`src/rtl/bpm_tick_generator.sv`:
```
// Beat pulse generator: serial restoring divider turns a BPM into a period in clock cycles.
// Optional bar accent counter (o_beat_idx / o_downbeat) enabled by defining BPM_TICK_ACCENT_EN.
module bpm_tick_generator #(
  parameter int unsigned CLK_FREQ_HZ = 50_000_000,
  parameter int unsigned BPM_W       = 9,
  parameter int unsigned BPM_MIN     = 30,
  parameter int unsigned BPM_MAX     = 300,
  parameter int unsigned DEFAULT_BPM = 120
) (
  input  logic             i_clk,
  input  logic             i_reset,
  input  logic             i_enable,
  input  logic [BPM_W-1:0] i_bpm,
  input  logic             i_bpm_valid,
  output logic             o_bpm_ready,
  input  logic [2:0]       i_beats_per_bar,
  output logic             o_tick,
  output logic             o_downbeat,
  output logic [2:0]       o_beat_idx,
  output logic [31:0]      o_period
);

  localparam logic [31:0]      DIVIDEND       = 32'(CLK_FREQ_HZ * 32'd60);
  localparam logic [31:0]      DEFAULT_PERIOD = DIVIDEND / 32'(DEFAULT_BPM);
  localparam logic [BPM_W-1:0] BPM_MIN_V      = BPM_W'(BPM_MIN);
  localparam logic [BPM_W-1:0] BPM_MAX_V      = BPM_W'(BPM_MAX);

  typedef enum logic [1:0] {DIV_IDLE, DIV_BUSY, DIV_DONE} div_state_t;
  typedef enum logic {TICK_STOP, TICK_RUN} tick_state_t;

  div_state_t       div_state_q, div_state_d;
  tick_state_t      tick_state_q, tick_state_d;
  logic [4:0]       div_cnt_q, div_cnt_d;
  logic [31:0]      divisor_q, divisor_d;
  logic [31:0]      rem_q, rem_d;
  logic [31:0]      quo_q, quo_d;
  logic             ready_q, ready_d;
  logic [31:0]      period_q, period_d;
  logic [31:0]      phase_q, phase_d;
  logic             tick_q, tick_d;
  logic             restart;
  logic [BPM_W-1:0] bpm_clamped;
  logic [32:0]      rem_shift;
  logic [32:0]      diff;

  always_ff @(posedge i_clk) begin
    if (i_reset) begin
      div_state_q  <= DIV_IDLE;
      tick_state_q <= TICK_STOP;
      div_cnt_q    <= '0;
      divisor_q    <= '0;
      rem_q        <= '0;
      quo_q        <= '0;
      ready_q      <= 1'b1;
      period_q     <= DEFAULT_PERIOD;
      phase_q      <= '0;
      tick_q       <= 1'b0;
    end else begin
      div_state_q  <= div_state_d;
      tick_state_q <= tick_state_d;
      div_cnt_q    <= div_cnt_d;
      divisor_q    <= divisor_d;
      rem_q        <= rem_d;
      quo_q        <= quo_d;
      ready_q      <= ready_d;
      period_q     <= period_d;
      phase_q      <= phase_d;
      tick_q       <= tick_d;
    end
  end

  always_comb begin
    div_state_d = div_state_q;
    div_cnt_d   = div_cnt_q;
    divisor_d   = divisor_q;
    rem_d       = rem_q;
    quo_d       = quo_q;
    bpm_clamped = i_bpm;
    if (i_bpm < BPM_MIN_V) bpm_clamped = BPM_MIN_V;
    else if (i_bpm > BPM_MAX_V) bpm_clamped = BPM_MAX_V;
    // Borrow out of the 33-bit trial subtraction doubles as the "fits" test.
    rem_shift = {rem_q, quo_q[31]};
    diff      = rem_shift - {1'b0, divisor_q};

    unique case (div_state_q)
      DIV_IDLE: begin
        if (i_bpm_valid && ready_q) begin
          divisor_d   = 32'(bpm_clamped);
          rem_d       = '0;
          quo_d       = DIVIDEND;
          div_cnt_d   = '0;
          div_state_d = DIV_BUSY;
        end
      end
      DIV_BUSY: begin
        if (!diff[32]) begin
          rem_d = diff[31:0];
          quo_d = {quo_q[30:0], 1'b1};
        end else begin
          rem_d = rem_shift[31:0];
          quo_d = {quo_q[30:0], 1'b0};
        end
        div_cnt_d = div_cnt_q + 5'd1;
        if (div_cnt_q == 5'd31) div_state_d = DIV_DONE;
      end
      DIV_DONE: div_state_d = DIV_IDLE;
      default:  div_state_d = DIV_IDLE;
    endcase
    ready_d = (div_state_d == DIV_IDLE);
  end

  always_comb begin
    tick_state_d = tick_state_q;
    phase_d      = phase_q;
    period_d     = period_q;
    tick_d       = 1'b0;
    restart      = 1'b0;
    if (!i_enable) begin
      tick_state_d = TICK_STOP;
      phase_d      = '0;
    end else if (tick_state_q == TICK_STOP) begin
      tick_state_d = TICK_RUN;
      phase_d      = '0;
      tick_d       = 1'b1;
      restart      = 1'b1;
    end else if (phase_q == period_q - 32'd1) begin
      phase_d = '0;
      tick_d  = 1'b1;
    end else begin
      phase_d = phase_q + 32'd1;
    end
    // Commit overrides any wrap in the same cycle so only one tick is issued.
    if (div_state_q == DIV_DONE) begin
      period_d = quo_q;
      phase_d  = '0;
      if (i_enable) begin
        tick_d  = 1'b1;
        restart = 1'b1;
      end
    end
  end

  assign o_tick      = tick_q;
  assign o_period    = period_q;
  assign o_bpm_ready = ready_q;

`ifdef BPM_TICK_ACCENT_EN
  logic [2:0] beat_idx_q, beat_idx_d;
  logic       downbeat_q, downbeat_d;
  logic [2:0] beats_n;
  logic [2:0] idx_inc;

  always_ff @(posedge i_clk) begin
    if (i_reset) begin
      beat_idx_q <= '0;
      downbeat_q <= 1'b0;
    end else begin
      beat_idx_q <= beat_idx_d;
      downbeat_q <= downbeat_d;
    end
  end

  always_comb begin
    beat_idx_d = beat_idx_q;
    downbeat_d = 1'b0;
    beats_n    = (i_beats_per_bar == 3'd0) ? 3'd4 : i_beats_per_bar;
    idx_inc    = beat_idx_q + 3'd1;
    if (!i_enable) begin
      beat_idx_d = '0;
    end else if (tick_d) begin
      if (restart || idx_inc >= beats_n) beat_idx_d = '0;
      else beat_idx_d = idx_inc;
      downbeat_d = (beat_idx_d == 3'd0);
    end
  end

  assign o_beat_idx = beat_idx_q;
  assign o_downbeat = downbeat_q;
`else
  logic unused_beats_per_bar;
  assign unused_beats_per_bar = ^i_beats_per_bar;
  assign o_beat_idx = '0;
  assign o_downbeat = 1'b0;
`endif

endmodule
```
`config.mk`:
```
export PLATFORM = sky130hd
export DESIGN_NAME = bpm_tick_generator
export DESIGN_NICKNAME = d
export VERILOG_FILES = /design/src/rtl/bpm_tick_generator.sv
export SDC_FILE = /design/constraint.sdc
export NUM_CORES = 1
export LEC_CHECK = 0
export BUFFER_PORTS_ARGS = -buffer_cell sky130_fd_sc_hd__buf_2
export CAP_MARGIN = 30
export CORE_ASPECT_RATIO = 1.1
export CORE_UTILIZATION = 50
export CTS_CLUSTER_DIAMETER = 60
export CTS_CLUSTER_SIZE = 24
export DETAILED_ROUTE_END_ITERATION = 8
export PLACE_DENSITY = 0.71
export SETUP_SLACK_MARGIN = 0.3
export SLEW_MARGIN = 15
export SYNTH_ARGS = -nofsm -noshare
export SYNTH_HDL_FRONTEND = slang
export SYNTH_SLANG_ARGS = --single-unit
```
`constraint.sdc`:
```
create_clock -name i_clk -period 3.8 [get_ports i_clk]
set_input_delay 0.76 -clock i_clk [delete_from_list [all_inputs] [get_ports i_clk]]
set_output_delay 0.76 -clock i_clk [all_outputs]
set_load 0.005 [all_outputs]
```
==> results.toml <==
[power_and_ir_drop]
seq_power_share_pct = 28.1
p_clk_share_pct = 28.9
p_sw_mw = 2.40
p_leak_nw = 3.42
p_comb_share_pct = 43.0
powerDensity_nw_per_um2 = 749
p_int_mw = 4.31
ir_worst_vdd_mv = 1.20
swShare_pct = 35.8

[clock_network]
cts_tree = "done"
cts_hold_buf = 0
cts_buffer_depth = 2
htree_levels = 4
numCtsBuffers = 17
cts-root-buf = "clkbuf_16"
clk_latency_ns = 0.42
clk_pin_slew_worst_paths_ns = 0.07
cts_sinks = 147

[floorplan]
dieWidth_um = 120
dieArea_um2 = 15800
chipHeight_um = 132
start_util_pct = 50.9
coreArea_um2 = 15000
io_pins = 54
std_cell_rows = 47

[placed_design]
hpwlAfterDp_um = 11400
io_buffers = 46
dp_cells = 1134
place.gp.congestion = 0.863

[route]
vias = 6422
post_drt_wl_per_cell_um = 14.6
drtIter0Drc = 261
wirelength_um = 17200
via_per_inst = 5.47
antenna_left = 0
dr.pass1.iters = 5
remaining_drc_errors = 0

[final_layout]
fillerInstances = 1391
syn_to_final_growth_pct = 17.4
final_cell_mix = "dfxtp_1, nand2_1, nor2_1, xnor2_1, buf_2"
layout_commonest_cell = "dfxtp_1"
fin_nets = 996
diodes = 0
final_cells = 1175
drive_above_1_share_pct = 16.9
final_util_pct = 59.8

[yosys]
ys_warn_count = 0
syn_area_per_cell_um2 = 8.25
ys_seq_elements = 147
synth_cell_type_count = 70
syn_inst = 925
synth.top_cell.area_share_pct = 38.6
ys_seq_area_share_pct = 38.6
synth_top_cell_by_area = "dfxtp_1"
synth_area_um2 = 7630
synth_edf_count = 0
synth_flop_cell = "dfxtp_1"
synthTopCellsByArea = "dfxtp_1, nand2_1, xnor2_1"
async_reset_ff_share_pct = 0

[global_route]
grt.total_usage_pct = 21.8
grt_pass1_vias = 5891
grt_start_max_net_pins = 46
overflow = 0
grt_pass1_wl_um = 27900
antenna_found_initial = 0

[sta]
worst_pin_slew_ns = 0.790
relSlewSlack_pct = 47.4
maxSlewViolCount = 0
hold_ws_ns = 0.446
rsz0062_at_grt = "yes"
timing.final.crit_share_pct = 94.9
fmax_mhz = 277
setup_viol = 0
final.setup_skew_ns = 0.00743
fin_crit_ns = 3.60
hold_viol_final = 0
tns_ns = 0

[worst_setup_path]
r2r_slack_ns = 0.20
crit_buf_inv = 3
path_max_fanout = 8
end_kind = "register"
arrival_ns = 3.92
path_delay_family = "simple AND/OR/NAND/NOR gates"
r2r-end = "phase_q[21]"
start_kind = "register"
crit_top_cell = "or3_1"
cp.required_ns = 4.12
worstPathCellList = "buf_4 -> or4_1 -> or3_1 -> or3_1 -> a2111oi_1 -> a21oi_1 -> a211o_1 -> o31ai_4 -> buf_6 -> clkbuf_16 -> nor2_2"
r2r_start = "o_period[2]"
worstSetupPathDepth = 11
reg2reg_depth = 11
max_stage_delay_ns = 0.54
worst-setup-path-type = "register to register"
critPathSlowestCell = "or4_1"

[run_status]
outcome = "finished clean"

[min_path]
min_from = "quo_q[31]"
hp-class = "register to register"
worstHoldEndpoint = "o_period[31]"
hold_depth = 2

[job]
maxCapViolations = 0
per-stage QoR:
step	area (um2)	total power, mW	worst slack (ns)
global route	8960	7.13	0.0728
detailed placement	8050	4.68	0.190
floorplan	7660	4.09	0.322
global placement	8020	4.66	0.236
finish	8960	6.71	0.195
CTS	8790	6.64	0.290
state kept, by name, indices dropped and copies added, names as in the netlist:
register / cells
o_period: 32
phase_q: 32
quo_q: 32
rem_q: 32
divisor_q: 9
div_cnt_q: 5
div_state_q: 2
o_bpm_ready: 1
o_tick: 1
tick_state_q: 1
final cells by class:
type	instances	area, um2	area share (%)
multi-input cells	710	4500	50.2
inverters	18	67.6	0.754
clock buffers	18	439	4.90
flip-flops and latches	147	2950	32.9
repair buffers	72	515	5.75
clock inverters	14	246	2.75
well taps	196	245	2.74
power groups by stage:
| stage | logic [mW] | registers, mW | clock network [mW] |
|---|---|---|---|
| 2_1_floorplan | 2.24 | 1.85 | 0 |
| 3_3_place_gp | 2.74 | 1.91 | 0 |
| 3_5_place_dp | 2.77 | 1.91 | 0 |
| 4_1_cts | 2.79 | 1.88 | 1.97 |
| 5_1_grt | 3.18 | 1.91 | 2.04 |
| 6_report | 2.89 | 1.89 | 1.94 |
per-layer routing:
metal / global-route usage, % / vias to the layer above / part of all wire [%]
met1: 27.4 / 3002 / 45
met3: 4.12 / 24 / 3.0
met4: 8.96 / 0 / 1.7
met5: 0 / - / 0
li1: - / 3305 / -
met2: 36.4 / 91 / 50
worst register-to-register path, delay by kind of cell, from the launching register on:
family          cells  cell delay, ns
simple gates        4            1.50
flops               1            0.31
buf+inv             3            0.49
compound gates      4            1.21
worst max path at each step:
stage	from	end	slack, ns
after CTS	o_period[0]	phase_q[14]	0.29
after detailed placement	o_period[0]	phase_q[2]	0.19
final	o_period[2]	phase_q[21]	0.20
after global placement	o_period[0]	phase_q[31]	0.24
after floorplan	o_period[0]	phase_q[23]	0.32
after global routing	o_period[2]	phase_q[7]	0.07
timing repair:
item	in CTS	in global routing
gates resized for setup	1	24
pin swaps	1	14
endpoints found under the setup margin	32	41
cloned	1	2
setup buffers	4	2
cell families (layout without fill, tap and decap cells):
family	Yosys count	count (layout)	synth area share (%)
and+or+nand+nor	425	425	27.7
AOI/OAI and AO/OA	155	155	14.0
DFF	147	147	38.6
xor gates and xnor gates	91	91	10.4
buffers and inverters	71	122	4.10
muxes	21	21	2.77
adders and majority gates	14	14	2.39
other	1	4	0.0491
synthesized netlist by cell type, drive strengths merged, types with 5 or more instances:
library cell / instances
buf: 12
clkbuf: 41
a22o: 6
nor2b: 10
nand4: 11
or4: 14
nor3: 33
a21oi: 37
dfxtp: 147
nand3: 16
ha: 13
nand2: 126
xor2: 41
o21ai: 36
and3: 6
inv: 18
nor2: 129
nor4: 14
or2: 9
a221oi: 6
or3: 20
nand2b: 5
and2: 10
mux2i: 20
nand3b: 15
a22oi: 31
xnor2: 50
Power figures use the tool's default switching activity.
